`src/rtl/lpif_ctrl_pkg.sv`:
```
// Shared types for LPIF-over-AIB link bring-up: FSM state encoding, the default
// remote-ACTIVE code and output decode helpers used by the controller.
package lpif_ctrl_pkg;

  typedef enum logic [2:0] {
    ST_IDLE     = 3'd0,
    ST_WAIT_PHY = 3'd1,
    ST_TX_ON    = 3'd2,
    ST_RX_ON    = 3'd3,
    ST_ACTIVE   = 3'd4,
    ST_ERROR    = 3'd5
  } link_state_e;

  localparam logic [3:0] LPIF_ACTIVE_STATE = 4'h1;

  function automatic logic tx_phase(input link_state_e s);
    return (s == ST_TX_ON) || (s == ST_RX_ON) || (s == ST_ACTIVE);
  endfunction

  function automatic logic rx_phase(input link_state_e s);
    return (s == ST_RX_ON) || (s == ST_ACTIVE);
  endfunction

endpackage

```
`src/rtl/lpif_sat_counter.sv`:
```
// Saturating up-counter with synchronous clear (clear wins over increment).
// One-cycle latency from clr/inc to cnt; holds at all-ones instead of wrapping.
module lpif_sat_counter #(
  parameter int W = 16
) (
  input  logic         clk,
  input  logic         rst_n,
  input  logic         clr,
  input  logic         inc,
  output logic [W-1:0] cnt
);

  always_ff @(posedge clk or negedge rst_n) begin
    if (!rst_n) begin
      cnt <= '0;
    end else if (clr) begin
      cnt <= '0;
    end else if (inc && (cnt != {W{1'b1}})) begin
      cnt <= cnt + W'(1);
    end
  end

endmodule

```
`src/rtl/lpif_link_bringup_ctrl.sv`:
```
// Bring-up / tear-down sequencer for one LPIF-over-AIB link: PHY settle, TX, RX align, remote ACTIVE.
// All outputs registered; every sampled input event shows on the outputs one clock later.
module lpif_link_bringup_ctrl
  import lpif_ctrl_pkg::*;
#(
  parameter int         CNT_W        = 16,
  parameter logic [3:0] ACTIVE_STATE = LPIF_ACTIVE_STATE,
  parameter int         ERRCNT_W     = 8
) (
  input  logic                clk_wr,
  input  logic                rst_wr_n,
  input  logic                link_en,
  input  logic                phy_ready,
  input  logic                rx_align_done,
  input  logic                dstrm_valid,
  input  logic [3:0]          dstrm_state,
  input  logic [CNT_W-1:0]    settle_value,
  input  logic [CNT_W-1:0]    timeout_value,
  input  logic                err_clr,
  output logic                tx_online,
  output logic                rx_online,
  output logic                link_up,
  output logic                link_err,
  output logic [ERRCNT_W-1:0] err_count,
  output logic [2:0]          fsm_state
);

  link_state_e        state, state_nxt;
  logic [CNT_W-1:0]   settle_cnt, tmo_cnt;
  logic               settle_clr, settle_inc;
  logic               tmo_clr, tmo_inc, tmo_hit;
  logic               err_entry;
  logic               tx_nxt, rx_nxt, up_nxt, err_nxt;

  always_ff @(posedge clk_wr or negedge rst_wr_n) begin
    if (!rst_wr_n) begin
      state <= ST_IDLE;
    end else begin
      state <= state_nxt;
    end
  end

  // >= rather than == so a timeout lowered mid-phase still fires
  assign tmo_hit = (timeout_value != '0) && (tmo_cnt >= timeout_value);

  always_comb begin
    state_nxt = state;
    case (state)
      ST_IDLE: begin
        if (link_en) state_nxt = ST_WAIT_PHY;
      end
      ST_WAIT_PHY: begin
        if (!link_en)                                    state_nxt = ST_IDLE;
        else if (phy_ready && (settle_cnt == settle_value)) state_nxt = ST_TX_ON;
      end
      ST_TX_ON: begin
        if (!link_en)           state_nxt = ST_IDLE;
        else if (!phy_ready)    state_nxt = ST_ERROR;
        else if (tmo_hit)       state_nxt = ST_ERROR;
        else if (rx_align_done) state_nxt = ST_RX_ON;
      end
      ST_RX_ON: begin
        if (!link_en)        state_nxt = ST_IDLE;
        else if (!phy_ready) state_nxt = ST_ERROR;
        else if (tmo_hit)    state_nxt = ST_ERROR;
        else if (dstrm_valid && (dstrm_state == ACTIVE_STATE)) state_nxt = ST_ACTIVE;
      end
      ST_ACTIVE: begin
        if (!link_en)                        state_nxt = ST_IDLE;
        else if (!phy_ready || !rx_align_done) state_nxt = ST_ERROR;
      end
      ST_ERROR: begin
        if (err_clr) state_nxt = ST_IDLE;
      end
      default: state_nxt = ST_IDLE;
    endcase

    tx_nxt  = tx_phase(state_nxt);
    rx_nxt  = rx_phase(state_nxt);
    up_nxt  = (state_nxt == ST_ACTIVE);
    err_nxt = (state_nxt == ST_ERROR);
  end

  always_ff @(posedge clk_wr or negedge rst_wr_n) begin
    if (!rst_wr_n) begin
      tx_online <= 1'b0;
      rx_online <= 1'b0;
      link_up   <= 1'b0;
      link_err  <= 1'b0;
    end else begin
      tx_online <= tx_nxt;
      rx_online <= rx_nxt;
      link_up   <= up_nxt;
      link_err  <= err_nxt;
    end
  end

  assign fsm_state = state;

  // Settle count is the run length of consecutive phy_ready cycles in WAIT_PHY
  assign settle_clr = (state != ST_WAIT_PHY) || !phy_ready;
  assign settle_inc = 1'b1;

  assign tmo_clr   = (state_nxt != state) || !((state == ST_TX_ON) || (state == ST_RX_ON));
  assign tmo_inc   = 1'b1;
  assign err_entry = (state_nxt == ST_ERROR) && (state != ST_ERROR);

  lpif_sat_counter #(.W(CNT_W)) u_settle_cnt (
    .clk   (clk_wr),
    .rst_n (rst_wr_n),
    .clr   (settle_clr),
    .inc   (settle_inc),
    .cnt   (settle_cnt)
  );

  lpif_sat_counter #(.W(CNT_W)) u_tmo_cnt (
    .clk   (clk_wr),
    .rst_n (rst_wr_n),
    .clr   (tmo_clr),
    .inc   (tmo_inc),
    .cnt   (tmo_cnt)
  );

  lpif_sat_counter #(.W(ERRCNT_W)) u_err_cnt (
    .clk   (clk_wr),
    .rst_n (rst_wr_n),
    .clr   (1'b0),
    .inc   (err_entry),
    .cnt   (err_count)
  );

endmodule

```
`config.mk`:
```
export PLATFORM = sky130hd
export DESIGN_NAME = lpif_link_bringup_ctrl
export DESIGN_NICKNAME = d
export VERILOG_FILES = /design/src/rtl/lpif_ctrl_pkg.sv /design/src/rtl/lpif_sat_counter.sv /design/src/rtl/lpif_link_bringup_ctrl.sv
export SDC_FILE = /design/constraint.sdc
export NUM_CORES = 1
export LEC_CHECK = 0
export ABC_AREA = 0
export CORE_MARGIN = 3
export CORE_UTILIZATION = 35
export DETAILED_ROUTE_END_ITERATION = 6
export SETUP_SLACK_MARGIN = 0.02
export SYNTH_ARGS = -nofsm -noshare
export SYNTH_HDL_FRONTEND = slang
export SYNTH_SLANG_ARGS = --single-unit
```
`constraint.sdc`:
```
create_clock -name clk_wr -period 2.9 [get_ports clk_wr]
set_clock_uncertainty 0.15 [all_clocks]
set_input_delay 0.87 -clock clk_wr [delete_from_list [all_inputs] [get_ports clk_wr]]
set_output_delay 0.87 -clock clk_wr [all_outputs]
set_load 0.01 [all_outputs]
```
# After elaboration in Yosys (flattened, before gate mapping)
# Index checks and enable logic that the tools add are counted.
# totals
register_bits	47
inputBits	43
output_inout_bits	15
elab_cells	67
# op_classes
add_sub_neg	3
magnitude_cmp	1
n_eq_ne	17
muxes	19
n_reduce_logical	19
# op_table
cell	count
$mux 16	4
$mux 3	14
$add 16x1->16 const B	2
$ne 16x16->1 const B	2
$pmux 3 s6	1
$eq 16x16->1	1
$ge 16x16->1	1
$reduce_bool 16->1	1
$eq 3x2->1 const B	4
$eq 3x3->1 const B	4
$add 8x1->8 const B	1
$ne 8x8->1 const B	1
$logic_or 1x1->1	7
$logic_and 1x1->1	5
$eq 4x1->1 const B	1
$reduce_bool 2->1	2
$eq 3x1->1 const B	1
$logic_not 1->1	3
$logic_not 3->1	1
$ne 3x1->1 const B	1
$ne 3x3->1	1
$ne 3x3->1 const B	1

# Longest topological paths before layout
# Gate-level depths: netlist of the first run.
# depth
word_depth	10
depth_mapped	10

# By module
# From an unflattened synthesis of the first run, not the netlist that was laid out.
# unflattened
hier_cells	375
hier_area_um2	3405.8
# by_module_without_submodules
module	instances	cells_each	area_per_inst_um2	seq_area_each_um2
lpif_sat_counter (u_settle_cnt ...)	2	98	942.2	400.4
lpif_link_bringup_ctrl	1	130	1057.3	175.2
lpif_sat_counter (u_err_cnt)	1	49	464.2	200.2

# Worst setup path before layout of the first run
# No wires, ideal clock.
# synth_path
path_type	input-to-reg
from	input port timeout_value[15]
to	register u_err_cnt.cnt[1]
setup_time_ns	0.125
t_arrival_ns	3.066
required_time_ns	2.625
setup_slack_ns	-0.441
stages	9
path_cell_list	inv_1 -> ha_1 -> nand4_1 -> or4_1 -> o32a_1 -> a21oi_4 -> a21oi_2 -> nor3_2 -> mux2_2
# synth_between
elab_chain_len	9
elab_cells_between_ends	13
classes_between	order compare: 1; eq/ne: 1; mux: 7; reduce/logical: 4
# synth_rtl
element	line_no	text
start, declared	lpif_link_bringup_ctrl.sv:18	input logic [CNT_W-1:0] timeout_value,
$ge 16x16->1 / $reduce_bool 16->1 (equally long branches)	lpif_link_bringup_ctrl.sv:44	assign tmo_hit = (timeout_value != '0) && (tmo_cnt >= timeout_value);
$logic_and 1x1->1 (*)	lpif_link_bringup_ctrl.sv:44	
$mux 3 (on tied branches)	lpif_link_bringup_ctrl.sv:65, lpif_link_bringup_ctrl.sv:59	
$mux 3 (on tied branches)	lpif_link_bringup_ctrl.sv:64, lpif_link_bringup_ctrl.sv:58	
$mux 3 (on tied branches)	lpif_link_bringup_ctrl.sv:63, lpif_link_bringup_ctrl.sv:57	
$pmux 3 s6 (*)	lpif_link_bringup_ctrl.sv:48	case (state)
$eq 3x3->1 (*)	lpif_link_bringup_ctrl.sv:106	assign err_entry = (state_nxt == ST_ERROR) && (state != ST_ERROR);
$logic_and 1x1->1 (*)	lpif_link_bringup_ctrl.sv:106	
$logic_and 1x1->1 (*)	lpif_sat_counter.sv:18	end else if (inc && (cnt != {W{1'b1}})) begin
end signal, assigned	lpif_sat_counter.sv:19	cnt <= cnt + W'(1);
end, declared	lpif_sat_counter.sv:10	output logic [W-1:0] cnt
# Every way passes the cells marked *; elsewhere a longest branch is shown, timed or not.
# A chain may end at the register's enable or synchronous reset.

# Final worst setup path of the first run
# layout_path
from	input port timeout_value[11]
to	register u_err_cnt.cnt[1]
# Same word-level chain as after synthesis.

==> metrics.md, run 1 <==
| Metric | Value |
|---|---|
| Cell taking the most area after synthesis | `dfrtp_1` |
| Final Worst Setup Slack | `-0.345 ns` |
| VDD IR-drop max | `0.179 mV` |
| Cell with the most instances after synthesis | `dfrtp_1` |
| Top cell type's share of synthesized area | `38.8%` |
| Deepest clock path buffer count | `2` |
| Largest net degree at the start of global routing | `27` |
| Leakage Power | `1.98 nW` |
| Main area contributors after synthesis | `dfrtp_1, ha_1, xnor2_1` |
| Drt drc | `0` |
| Hold Path Sink | `u_err_cnt.cnt[4]` |
| Synth warn | `0` |
| Number of global-route vias before repair | `2945` |
| CP startpoint kind | `input port` |
| Routed WL | `8150 um` |
| Slowest CP cell | `or4_4` |
| Die width | `99.1 um` |
| Post-DP HPWL | `6050 um` |
| Placeable Area | `0.00830 sq mm` |
| Mean Syn Cell Area | `9.08 sq um` |
| Drt first-iter violations | `111` |
| Sequential area share after synthesis | `38.8%` |
| Flops & latches, synth | `47` |
| Netlist cell types | `45` |
| Crit-path cells | `buf_8 -> inv_8 -> ha_4 -> nand4_1 -> or4_4 -> o32a_1 -> buf_6 -> a21oi_4 -> a221oi_4 -> nor3_4 -> mux2_4` |
| Total global routing track utilization | `17.2%` |
| CTS Root Cell | `clkbuf_8` |
| Slew headroom | `58.5%` |
| Status | `finished, violations left` |
| Reg2Reg Depth | `9` |
| H-tree Lvls | `2` |
| Clock Latency Late Sink | `0.30 ns` |
| Synth top cells by count | `dfrtp_1, nor2_1, nand2_1` |
| Setup violators final | `30` |
| Final net count | `511` |
| Worst Hold Depth | `1` |
| Post-Syn Area | `0.00303 sq mm` |
| Max-cap viol count | `0` |
| Max Clock Freq | `0.308 GHz` |
| IO buf count | `57` |
| RSZ-0062 raised after global routing | `yes` |
| Die height | `99.1 um` |
| Final Max Slew Viols | `0` |
| Routed len/inst | `14.7 um` |
| Hold_sp | `u_err_cnt.cnt[4]` |
| DR vias | `2863` |
| Worst setup path class | `input port to register` |
| Pre-antenna DRT Iters | `6` |
| Flop2flop setup slack | `-0.12 ns` |
| Worst-Margin Slew | `0.618 ns` |
| CP delay by family, top | `simple AND/OR/NAND/NOR gates` |
| Post-Layout Cell Count | `554` |
| Placer Congestion | `0.850` |
| Dominant synthesized flop cell | `dfrtp_1` |
| Final Hold Fails | `0` |
| Post-DR vias/cell | `5.17` |
| Antenna-violating nets left | `0` |
| Area Overhead vs Synth | `56.4%` |
| Total gr overflow | `0` |
| Post-layout util | `57.1%` |
| Crit path time final | `3.24 ns` |
| Clock tree sinks | `47` |
| Initial Util | `36.5%` |
| CTS tree | `yes` |
| Hold Crit Class | `register to register` |
| Placed cell count | `537` |
| Die ar. | `0.00981 sq mm` |
| Syn Nets | `396` |
| PwrDens | `304 mW/mm^2` |
| Worst path arrival time | `3.28 ns` |
| Ys async rst share | `100%` |
| Reg2reg end | `u_err_cnt.cnt[1]` |
| Slowest stage delay, CP | `0.54 ns` |
| Reg2reg start | `u_tmo_cnt.cnt[9]` |
| IO Pins | `58` |
| Worst hold slack | `0.370 ns` |
| Fin crit share | `112%` |
| Worst path required time | `2.94 ns` |
| Post-Syn Instances | `334` |
| Clock slew at the register clock pins of the worst setup and hold paths | `0.08 ns` |
| Failing checks | `setup timing` |
| Crit. End Element | `register` |
| Num CTS Buffers | `5` |
| Critical Path Fanout Max | `3` |
| Critical path buffers and inverters | `3` |
| Antenna violations before repair | `0` |
| First-pass GRT wire length | `13800 um` |
| Row count | `33` |
| Layout cells sized above 1 | `31.6%` |
| EDFF count, synth | `0` |
| Number of diodes | `0` |
[sequential cells by signal (all words and copies together) (netlist names)]
register          cells
fsm_state             3
u_err_cnt.cnt         8
u_tmo_cnt.cnt        16
rx_online             1
link_err              1
link_up               1
u_settle_cnt.cnt     16
tx_online             1
[cell type report]
class | instances | area [sq um]
tap | 105 | 131
timing repair buffer | 113 | 1060
multi-input combinational | 259 | 2190
sequential | 47 | 1180
fill | 738 | 3560
clock buffer | 6 | 82.6
inverter | 23 | 98.8
clock inverter | 1 | 5.00
[power breakdown]
group          leakage [nW]  internal (mW)  total [mW]  switching (mW)
sequential            0.654          0.661       0.675          0.0140
clock                0.0470          0.187       0.403           0.215
combinational          1.28          0.189       0.364           0.176
total                  1.98           1.04        1.44           0.405
[logic make-up after synthesis]
group | after synthesis | synth area share [%]
compound gates | 38 | 9.53
flops | 47 | 38.8
mux | 5 | 1.69
buf+inv | 28 | 3.63
simple gates | 153 | 25.5
xor+xnor | 44 | 13.0
fa+ha+maj | 19 | 7.84
[stage by stage]
step | setup WS [ns] | power [mW] | setup TNS (ns) | cell area (sq um)
final | -0.345 | 1.44 | -7.53 | 4740
after global placement | -1.06 | 0.979 | -28.64 | 4180
after floorplan | -0.329 | 0.816 | -3.99 | 3150
after global routing | -0.425 | 1.52 | -9.93 | 4740
after CTS | -0.294 | 1.46 | -6.53 | 4640
after detailed placement | -1.08 | 0.982 | -29.53 | 4180
[routing by layer]
metal	track usage [%]	vias to the layer above	share of wire (%)
li1	-	1416	-
met2	28.3	69	48
met5	0	-	0
met1	23.5	1369	47
met4	4.20	0	0.92
met3	2.90	9	4.1
[timing repair]
item / CTS / global route
setup endpoints to repair: 31 / 31
cloned: 1 / 0
gates resized for setup: 98 / 25
hold buffers: 0 / 0
pin swaps: 32 / 9
buffers inserted: 7 / 3
[worst max-delay path by stage]
stage                                  from               end  slack (ns)  cells after the start
final                     timeout_value[11]  u_err_cnt.cnt[1]       -0.34                     11
after global routing       timeout_value[9]  u_err_cnt.cnt[7]       -0.43                     12
after CTS                 timeout_value[11]  u_err_cnt.cnt[1]       -0.29                     11
after detailed placement  timeout_value[11]  u_err_cnt.cnt[5]       -1.08                     11
after global placement    timeout_value[11]  u_err_cnt.cnt[7]       -1.06                     11
after floorplan           timeout_value[11]  u_err_cnt.cnt[1]       -0.33                      9
[layout by cell type (no fill, tap or decap), drive strengths merged, types with 5 or more instances in the layout]
cell / instances
xnor2: 23
clkbuf: 7
nand3: 19
dlygate4sd2: 5
buf: 66
nor4: 9
nor2: 35
clkdlybuf4s50: 39
nand4: 17
o21ai: 9
nand2: 29
a21oi: 11
xor2: 21
ha: 19
inv: 23
nor3: 23
dfrtp: 47
Power figures use the tool's default switching activity.
==> run 2: changes to the inputs <==
- CTS_CLUSTER_DIAMETER: unset -> 50
- REMOVE_ABC_BUFFERS: unset -> 1
- clock period: 2.9 -> 4.1 ns (I/O delays scaled with it)
==> metrics.md, run 2 (synthesis gave the netlist of run 1 again) <==
| Metric | Value |
|---|---|
| Status | `finished, final reports clean` |
| CP startpoint kind | `input port` |
| H-tree Lvls | `2 (unchanged)` |
| Area of the multi-input gates | `0.00177 sq mm (-19%)` |
| Placer Congestion | `0.818 (-3.8%)` |
| Design Power | `1.01 mW (-30%)` |
| Top Registers | `u_settle_cnt.cnt x16, u_tmo_cnt.cnt x16, u_err_cnt.cnt x8` |
| Die ar. | `0.00981 sq mm (unchanged)` |
| Critical Path Fanout Max | `7 (+4)` |
| VDD IR-drop max | `0.149 mV (-17%)` |
| Worst-Margin Slew | `1.04 ns (+0.418 ns)` |
| Max-cap viol count | `0 (unchanged)` |
| Largest net degree at the start of global routing | `48 (+78%)` |
| Die height | `99.1 um (unchanged)` |
| Layout cells sized above 1 | `9.20% (-22 points)` |
| Post-layout util | `48.0% (-9.1 points)` |
| Number of global-route vias before repair | `2818 (-4.3%)` |
| Placement Setup Slack | `-0.295 ns (+0.786 ns)` |
| DR vias | `2659 (-7.1%)` |
| Crit. End Element | `register` |
| Leading cell type in the layout, fill and taps excluded | `clkdlybuf4s50_1` |
| Clock slew at the register clock pins of the worst setup and hold paths | `0.09 ns (about the same)` |
| Routed WL | `7400 um (-9.2%)` |
| Most frequent cells in the layout | `clkdlybuf4s50_1, dfrtp_1, nor2_1` |
| Clock tree sinks | `47 (unchanged)` |
| Initial Util | `36.5% (unchanged)` |
| Slew headroom | `31.0% (-28 points)` |
| Placeable Area | `0.00830 sq mm (unchanged)` |
| Num CTS Buffers | `5 (unchanged)` |
| CTS Root Cell | `clkbuf_8` |
| Total gr overflow | `0 (unchanged)` |
| Final Max Slew Viols | `0 (unchanged)` |
| Final Instance Area | `0.00399 sq mm (-16%)` |
| Fin crit share | `96.9%` |
| Worst hold slack | `0.352 ns (-0.0177 ns)` |
| Final Worst Setup Slack | `0.127 ns (+0.471 ns)` |
| First-pass GRT wire length | `12900 um (-7.1%)` |
| Hold Crit Class | `register to register` |
| Pre-antenna DRT Iters | `5 (-1)` |
| Row count | `33 (unchanged)` |
| CTS tree | `yes` |
| Total global routing track utilization | `15.9% (-1.2 points)` |
| Number of diodes | `0 (unchanged)` |
| IO buf count | `57 (unchanged)` |
| Antenna violations before repair | `0 (unchanged)` |
| Fill cell count | `812 (+10%)` |
| Cell Area, Placed | `0.00385 sq mm (-8.0%)` |
| Antenna-violating nets left | `0 (unchanged)` |
| Setup bufs post-CTS | `0 (-7)` |
| Post-DP HPWL | `5770 um (-4.6%)` |
| IO Pins | `58 (unchanged)` |
| Post-DR vias/cell | `5.13 (-0.67%)` |
| Die width | `99.1 um (unchanged)` |
| RSZ-0062 raised after global routing | `yes` |
| Leakage Power | `1.69 nW (-15%)` |
| Drt first-iter violations | `112 (+0.90%)` |
| Area Overhead vs Synth | `31.5%` |
| Clock Latency Late Sink | `0.30 ns (about the same)` |
| Reg area | `0.00118 sq mm (unchanged)` |
| Setup violators final | `0 (-100%)` |
| Final Hold Fails | `0 (unchanged)` |
| Deepest clock path buffer count | `2 (unchanged)` |
| Final net count | `474 (-7.2%)` |
| Routed len/inst | `14.3 um (-2.9%)` |
| Crit path time final | `3.97 ns` |
| Post-cts hold buffer count | `0 (unchanged)` |
| Worst path required time | `4.15 ns (+1.21 ns)` |
| Worst path arrival time | `4.02 ns (+0.74 ns)` |
| PwrDens | `253 mW/mm^2 (-17%)` |
| Max Clock Freq | `0.252 GHz` |
| Worst setup path class | `input port to register` |
| Drt drc | `0 (unchanged)` |
[run 2: final timing paths]
check | startpoint | endpoint | slack [ns] | depth (start not counted)
max | timeout_value[13] | u_err_cnt.cnt[1] | 0.13 | 11
min | u_err_cnt.cnt[5] | u_err_cnt.cnt[5] | 0.35 | 1
max reg2reg | u_tmo_cnt.cnt[13] | u_err_cnt.cnt[1] | 1.04 | 9
min reg2reg | u_err_cnt.cnt[5] | u_err_cnt.cnt[5] | 0.35 | 1
max in group asynchronous | rst_wr_n | u_tmo_cnt.cnt[15] | 2.21 | 1
min in group asynchronous | rst_wr_n | u_tmo_cnt.cnt[5] | 0.95 | 1
[run 2: repair_timing]
action	in CTS	in global routing
endpoints found under the hold margin	0	0
setup endpoints to repair	0	7
resized for setup	0	4
[run 2: area by class of cell]
type	count	area share, %
clock inverters	3	1.16
repair buffers	76	17.8
multi-input cells	259	44.4
well taps	105	3.30
flip-flops and latches	47	29.5
clock buffers	5	1.73
inverters	23	2.17
[run 2: power by group]
group,leakage (nW),total [mW],internal [mW],switching (mW)
clock,0.0548,0.351,0.184,0.167
sequential,0.654,0.477,0.468,0.00861
combinational,0.978,0.181,0.0942,0.0866
total,1.69,1.01,0.746,0.263
[run 2: routing by layer]
layer | GRT usage, % | share of wire (%) | wire, um | up-vias
li1 | - | - | - | 1350
met4 | 4.73 | 1.6 | 115 | 0
met3 | 2.41 | 3.4 | 255 | 9
met5 | 0 | 0 | 0 | -
met1 | 22.0 | 50 | 3680 | 1238
met2 | 25.8 | 45 | 3340 | 62
[run 2: critical path, stage by stage]
cell             delay (ns)
clkdlybuf4s50_1        0.48
inv_1                  0.05
ha_1                   0.28
nand4_1                0.12
or4_1                  0.53
o32a_1                 0.41
a21oi_2                0.20
a221oi_2               0.08
buf_4                  0.17
nor3_4                 0.16
mux2_4                 0.32
[run 2: through the flow]
stage	instances	TNS (ns)
final	518	0
after global routing	518	0
after CTS	518	0
after detailed placement	510	-3.46
after global placement	510	-2.80
after floorplan	329	0
==> run 3: changes to the inputs <==
- CORE_MARGIN: 3 -> 4
- CTS_BUF_LIST: unset -> sky130_fd_sc_hd__clkbuf_16
==> metrics.md, run 3 (synthesis gave the netlist of run 1 again) <==
| Metric | Value |
|---|---|
| Status | `finished, final reports clean` |
| Crit path time final | `3.97 ns (-0.00233 ns)` |
| CTS resizes | `0 (unchanged)` |
| CTS Root Cell | `clkbuf_16` |
| Die height | `101 um (+2.0%)` |
| Routed len/inst | `14.2 um (-0.46%)` |
| Clock Latency Late Sink | `0.28 ns (-0.02 ns)` |
| Clock slew at the register clock pins of the worst setup and hold paths | `0.06 ns (-0.03 ns)` |
| Fin crit share | `96.9% (about the same)` |
| Placement Setup Slack | `-0.248 ns (+0.0472 ns)` |
| VDD IR-drop max | `0.177 mV (+19%)` |
| IO buf count | `57 (unchanged)` |
| Setup bufs post-CTS | `0 (unchanged)` |
| Max-cap viol count | `0 (unchanged)` |
| Die width | `101 um (+2.0%)` |
| Fill cell count | `826 (+1.7%)` |
| First-pass GRT wire length | `12500 um (-3.2%)` |
| Number of global-route vias before repair | `2721 (-3.4%)` |
| Post-DP HPWL | `5870 um (+1.7%)` |
| Leakage Power | `1.70 nW (+0.77%)` |
| DR vias | `2662 (+0.11%)` |
| Post-Layout Cell Count | `518 (unchanged)` |
| Clock tree sinks | `47 (unchanged)` |
| Final Hold Fails | `0 (unchanged)` |
| Final net count | `474 (unchanged)` |
| CP startpoint kind | `input port` |
| Drt drc | `0 (unchanged)` |
| Max Clock Freq | `0.252 GHz (about the same)` |
| Num CTS Buffers | `5 (unchanged)` |
| H-tree Lvls | `2 (unchanged)` |
| Largest net degree at the start of global routing | `36 (-25%)` |
| Worst path required time | `4.12 ns (-0.03 ns)` |
| Worst setup path class | `input port to register` |
| Post-DR vias/cell | `5.14 (+0.11%)` |
| Pre-antenna DRT Iters | `4 (-1)` |
| Number of diodes | `0 (unchanged)` |
| Total gr overflow | `0 (unchanged)` |
| Final Worst Setup Slack | `0.129 ns (+0.00233 ns)` |
| Setup violators final | `0 (unchanged)` |
| Antenna-violating nets left | `0 (unchanged)` |
| Deepest clock path buffer count | `2 (unchanged)` |
| Antenna violations before repair | `0 (unchanged)` |
| Leading cell type in the layout, fill and taps excluded | `clkdlybuf4s50_1` |
| Area Overhead vs Synth | `33.5%` |
| Critical Path Fanout Max | `8 (+1)` |
| PwrDens | `261 mW/mm^2 (+3.2%)` |
| Crit. End Element | `register` |
| Post-cts hold buffer count | `0 (unchanged)` |
| IO Pins | `58 (unchanged)` |
| Worst path arrival time | `3.99 ns (-0.03 ns)` |
| Most frequent cells in the layout | `clkdlybuf4s50_1, dfrtp_1, nor2_1` |
| Die ar. | `0.0102 sq mm (+4.1%)` |
| Routed WL | `7360 um (-0.46%)` |
| Placed cell count | `510 (unchanged)` |
| Hold Crit Class | `register to register` |
| Row count | `33 (unchanged)` |
| Placer Congestion | `0.813 (-0.66%)` |
| Top Registers | `u_settle_cnt.cnt x16, u_tmo_cnt.cnt x16, u_err_cnt.cnt x8` |
| RSZ-0062 raised after global routing | `yes` |
| CTS tree | `yes` |
| Drt first-iter violations | `51 (-54%)` |
| Placeable Area | `0.00834 sq mm (+0.50%)` |
| Initial Util | `36.3% (-0.18 points)` |
| Final Max Slew Viols | `0 (unchanged)` |
| Total global routing track utilization | `15.0% (-0.92 points)` |
| Slew headroom | `39.8% (+8.8 points)` |
| Layout cells sized above 1 | `9.69% (+0.48 points)` |
| Worst-Margin Slew | `0.895 ns (-0.140 ns)` |
-- run 3: final cells by class --
class	count	area [sq um]	share of cell area (%)
flip-flops and latches	47	1180	29.1
multi-input cells	259	1800	44.6
clock buffers	5	125	3.09
well taps	105	131	3.25
inverters	23	86.3	2.13
repair buffers	76	708	17.5
clock inverters	3	15.0	0.371
-- run 3: per-stage QoR --
stage          utilization, %  total power, mW  area (sq um)  hold slack, ns  setup TNS, ns
4_1_cts                  47.8             1.06          3990           0.353              0
6_report                 48.5             1.06          4050           0.345              0
3_5_place_dp             46.1            0.667          3850           0.336          -3.50
3_3_place_gp             46.1            0.665          3850           0.336          -2.19
5_1_grt                  48.5             1.10          4050           0.380              0
2_1_floorplan               -            0.558          3010           0.365              0
-- run 3: layer usage --
layer,up-vias,part of all wire [%],GRT usage (%)
li1,1342,-,-
met1,1250,47,19.7
met2,61,47,25.0
met3,9,4.5,2.84
met4,0,1.4,4.40
met5,-,0,0
-- run 3: critical path: stages --
cell	delay [ns]
clkdlybuf4s50_1	0.48
inv_1	0.05
ha_1	0.31
nand4_1	0.11
or4_1	0.54
o32a_1	0.38
a21oi_4	0.24
a21oi_4	0.09
nor3_4	0.22
mux2_2	0.35
-- run 3: path summary, 6_finish.rpt --
| kind | start | to | slack (ns) | depth (start not counted) |
|---|---|---|---|---|
| setup / recovery | timeout_value[15] | u_err_cnt.cnt[1] | 0.13 | 10 |
| hold / removal | u_err_cnt.cnt[7] | u_err_cnt.cnt[7] | 0.35 | 1 |
| setup reg to reg | u_tmo_cnt.cnt[13] | u_err_cnt.cnt[1] | 1.12 | 8 |
| hold reg to reg | u_err_cnt.cnt[7] | u_err_cnt.cnt[7] | 0.35 | 1 |
| max in group asynchronous | rst_wr_n | u_settle_cnt.cnt[8] | 2.23 | 2 |
| min in group asynchronous | rst_wr_n | u_tmo_cnt.cnt[9] | 0.89 | 1 |
-- run 3: where the power goes --
| group | internal, mW | switching (mW) | leakage (nW) | total, mW |
|---|---|---|---|---|
| Sequential | 0.468 | 0.00967 | 0.654 | 0.478 |
| Clock | 0.222 | 0.168 | 0.0649 | 0.390 |
| Combinational | 0.0990 | 0.0895 | 0.981 | 0.189 |
| Total | 0.789 | 0.267 | 1.70 | 1.06 |
==> patch: new RTL, config.mk and constraints of run 1 <==
Remove the register `link_err`: a continuous assignment takes its place, so the output `link_err` follows one clock earlier.
--- a/src/rtl/lpif_link_bringup_ctrl.sv
+++ b/src/rtl/lpif_link_bringup_ctrl.sv
@@ -87,12 +87,12 @@
       rx_online <= 1'b0;
       link_up   <= 1'b0;
-      link_err  <= 1'b0;
     end else begin
       tx_online <= tx_nxt;
       rx_online <= rx_nxt;
       link_up   <= up_nxt;
-      link_err  <= err_nxt;
     end
   end
+
+  assign link_err = err_nxt;
 
   assign fsm_state = state;
Formal check against the unedited RTL: not equivalent (a bounded check fails within 4 cycles, from zero or initial values and one cycle with rst_wr_n low).
==> patch against run 1 <==
Hold slack got worse by 0.033 ns; routed wire length increased by 6.6%; via count increased by 2.6%; area after synthesis decreased by 0.83%; cell area increased by 3.0%; sequential cell count decreased by 1; the flow still finishes with violations (setup timing); cell count increased by 5.1%; power increased by 7.3%; sequential power decreased by 3%; worst setup slack got worse by 0.65 ns.
==> patch: results (changes against run 1) <==
<table>
<tr><th>Metric</th><th>Value</th></tr>
<tr><th colspan="2">Cells and area</th></tr>
<tr><td>Clock buffer and inverter area fraction after layout</td><td>2.26% (was 1.85%)</td></tr>
<tr><td>FILL cells</td><td>721 (was 738)</td></tr>
<tr><td>Area of all sequential standard cells</td><td>0.00115 mm^2 (was 0.00118 mm^2)</td></tr>
<tr><th colspan="2">Setup path</th></tr>
<tr><td>Reg-to-Reg Start</td><td>u_tmo_cnt.cnt[11] (was u_tmo_cnt.cnt[9])</td></tr>
<tr><td>Worst path slowest cell</td><td>sky130_fd_sc_hd__or4_1 (was sky130_fd_sc_hd__or4_4)</td></tr>
<tr><td>Largest delay contributor family on the critical path</td><td>compound AO/OA/AOI/OAI gates (was simple AND/OR/NAND/NOR gates)</td></tr>
<tr><td>Worst reg2reg setup slack</td><td>-0.28 ns (was -0.12 ns)</td></tr>
<tr><td>CP max FO</td><td>2 (was 3)</td></tr>
<tr><th colspan="2">Pwr</th></tr>
<tr><td>Switching power as a share of total power</td><td>28.3% (was 28.1%)</td></tr>
<tr><td>VDD IR max</td><td>297 uV (was 179 uV)</td></tr>
<tr><th colspan="2">Global route</th></tr>
<tr><td>Met1 track utilization from global routing</td><td>24.7% (was 23.5%)</td></tr>
<tr><td>Tot GR Track Use</td><td>18.2% (was 17.2%)</td></tr>
<tr><td>Maximum number of pins on one net before global-route repair</td><td>47 (was 27)</td></tr>
<tr><th colspan="2">Timing</th></tr>
<tr><td>Max_slew headroom</td><td>57.6% (was 58.5%)</td></tr>
<tr><td>Worst Setup Slack, final</td><td>-0.993 ns (was -0.345 ns)</td></tr>
<tr><td>Number of failing setup endpoints in the final timing report</td><td>30 (unchanged)</td></tr>
<tr><th colspan="2">Min path</th></tr>
<tr><td>Hold Path Sink</td><td>u_err_cnt.cnt[5] (was u_err_cnt.cnt[4])</td></tr>
<tr><td>Beginning of the worst hold path</td><td>u_err_cnt.cnt[5] (was u_err_cnt.cnt[4])</td></tr>
<tr><th colspan="2">Logic synthesis</th></tr>
<tr><td>Sequential share of the synthesized area</td><td>38.3% (was 38.8%)</td></tr>
<tr><td>Most common library cells after synthesis</td><td>46 x sky130_fd_sc_hd__dfrtp_1, 35 x sky130_fd_sc_hd__nor2_1, 29 x sky130_fd_sc_hd__nand2_1 (was 47 x sky130_fd_sc_hd__dfrtp_1, 35 x sky130_fd_sc_hd__nor2_1, 29 x sky130_fd_sc_hd__nand2_1)</td></tr>
<tr><th colspan="2">Placement</th></tr>
<tr><td>Final weighted congestion in routability-driven placement</td><td>0.833 (was 0.850)</td></tr>
<tr><td>HPWL reported at the end of detailed placement</td><td>6260 um (was 6050 um)</td></tr>
<tr><th colspan="2">Outcome</th></tr>
<tr><td>Violated checks</td><td>setup timing (unchanged)</td></tr>
<tr><td>Run status</td><td>finished with violations (unchanged)</td></tr>
<tr><th colspan="2">Clock tree</th></tr>
<tr><td>Post-CTS resize count</td><td>109 (was 98)</td></tr>
<tr><th colspan="2">Drt</th></tr>
<tr><td>Total routed wirelength</td><td>8680 um (was 8150 um)</td></tr>
</table>
## patch: changes by cell type after synthesis, sizes merged
cell   delta
dfrtp     -1
## patch: through the flow
step / cells / setup slack (ns) / TNS [ns] / hold slack, ns
6_report: 582 / -0.993 / -10.44 / 0.337
4_1_cts: 581 / -1.03 / -8.95 / 0.340
3_5_place_dp: 561 / -1.96 / -33.63 / 0.324
2_1_floorplan: 333 / -0.788 / -5.99 / 0.365
5_1_grt: 582 / -1.11 / -13.41 / 0.356
3_3_place_gp: 561 / -1.97 / -33.41 / 0.321
## patch: cells by family after synthesis
logic type / count (synthesis) / share of synthesized area, %
and+or+nand+nor: 153 / 25.8
DFF: 46 / 38.3
xor gates and xnor gates: 44 / 13.1
AOI/OAI and AO/OA: 38 / 9.61
buffers and inverters: 28 / 3.66
adders and majority gates: 19 / 7.91
muxes: 5 / 1.71
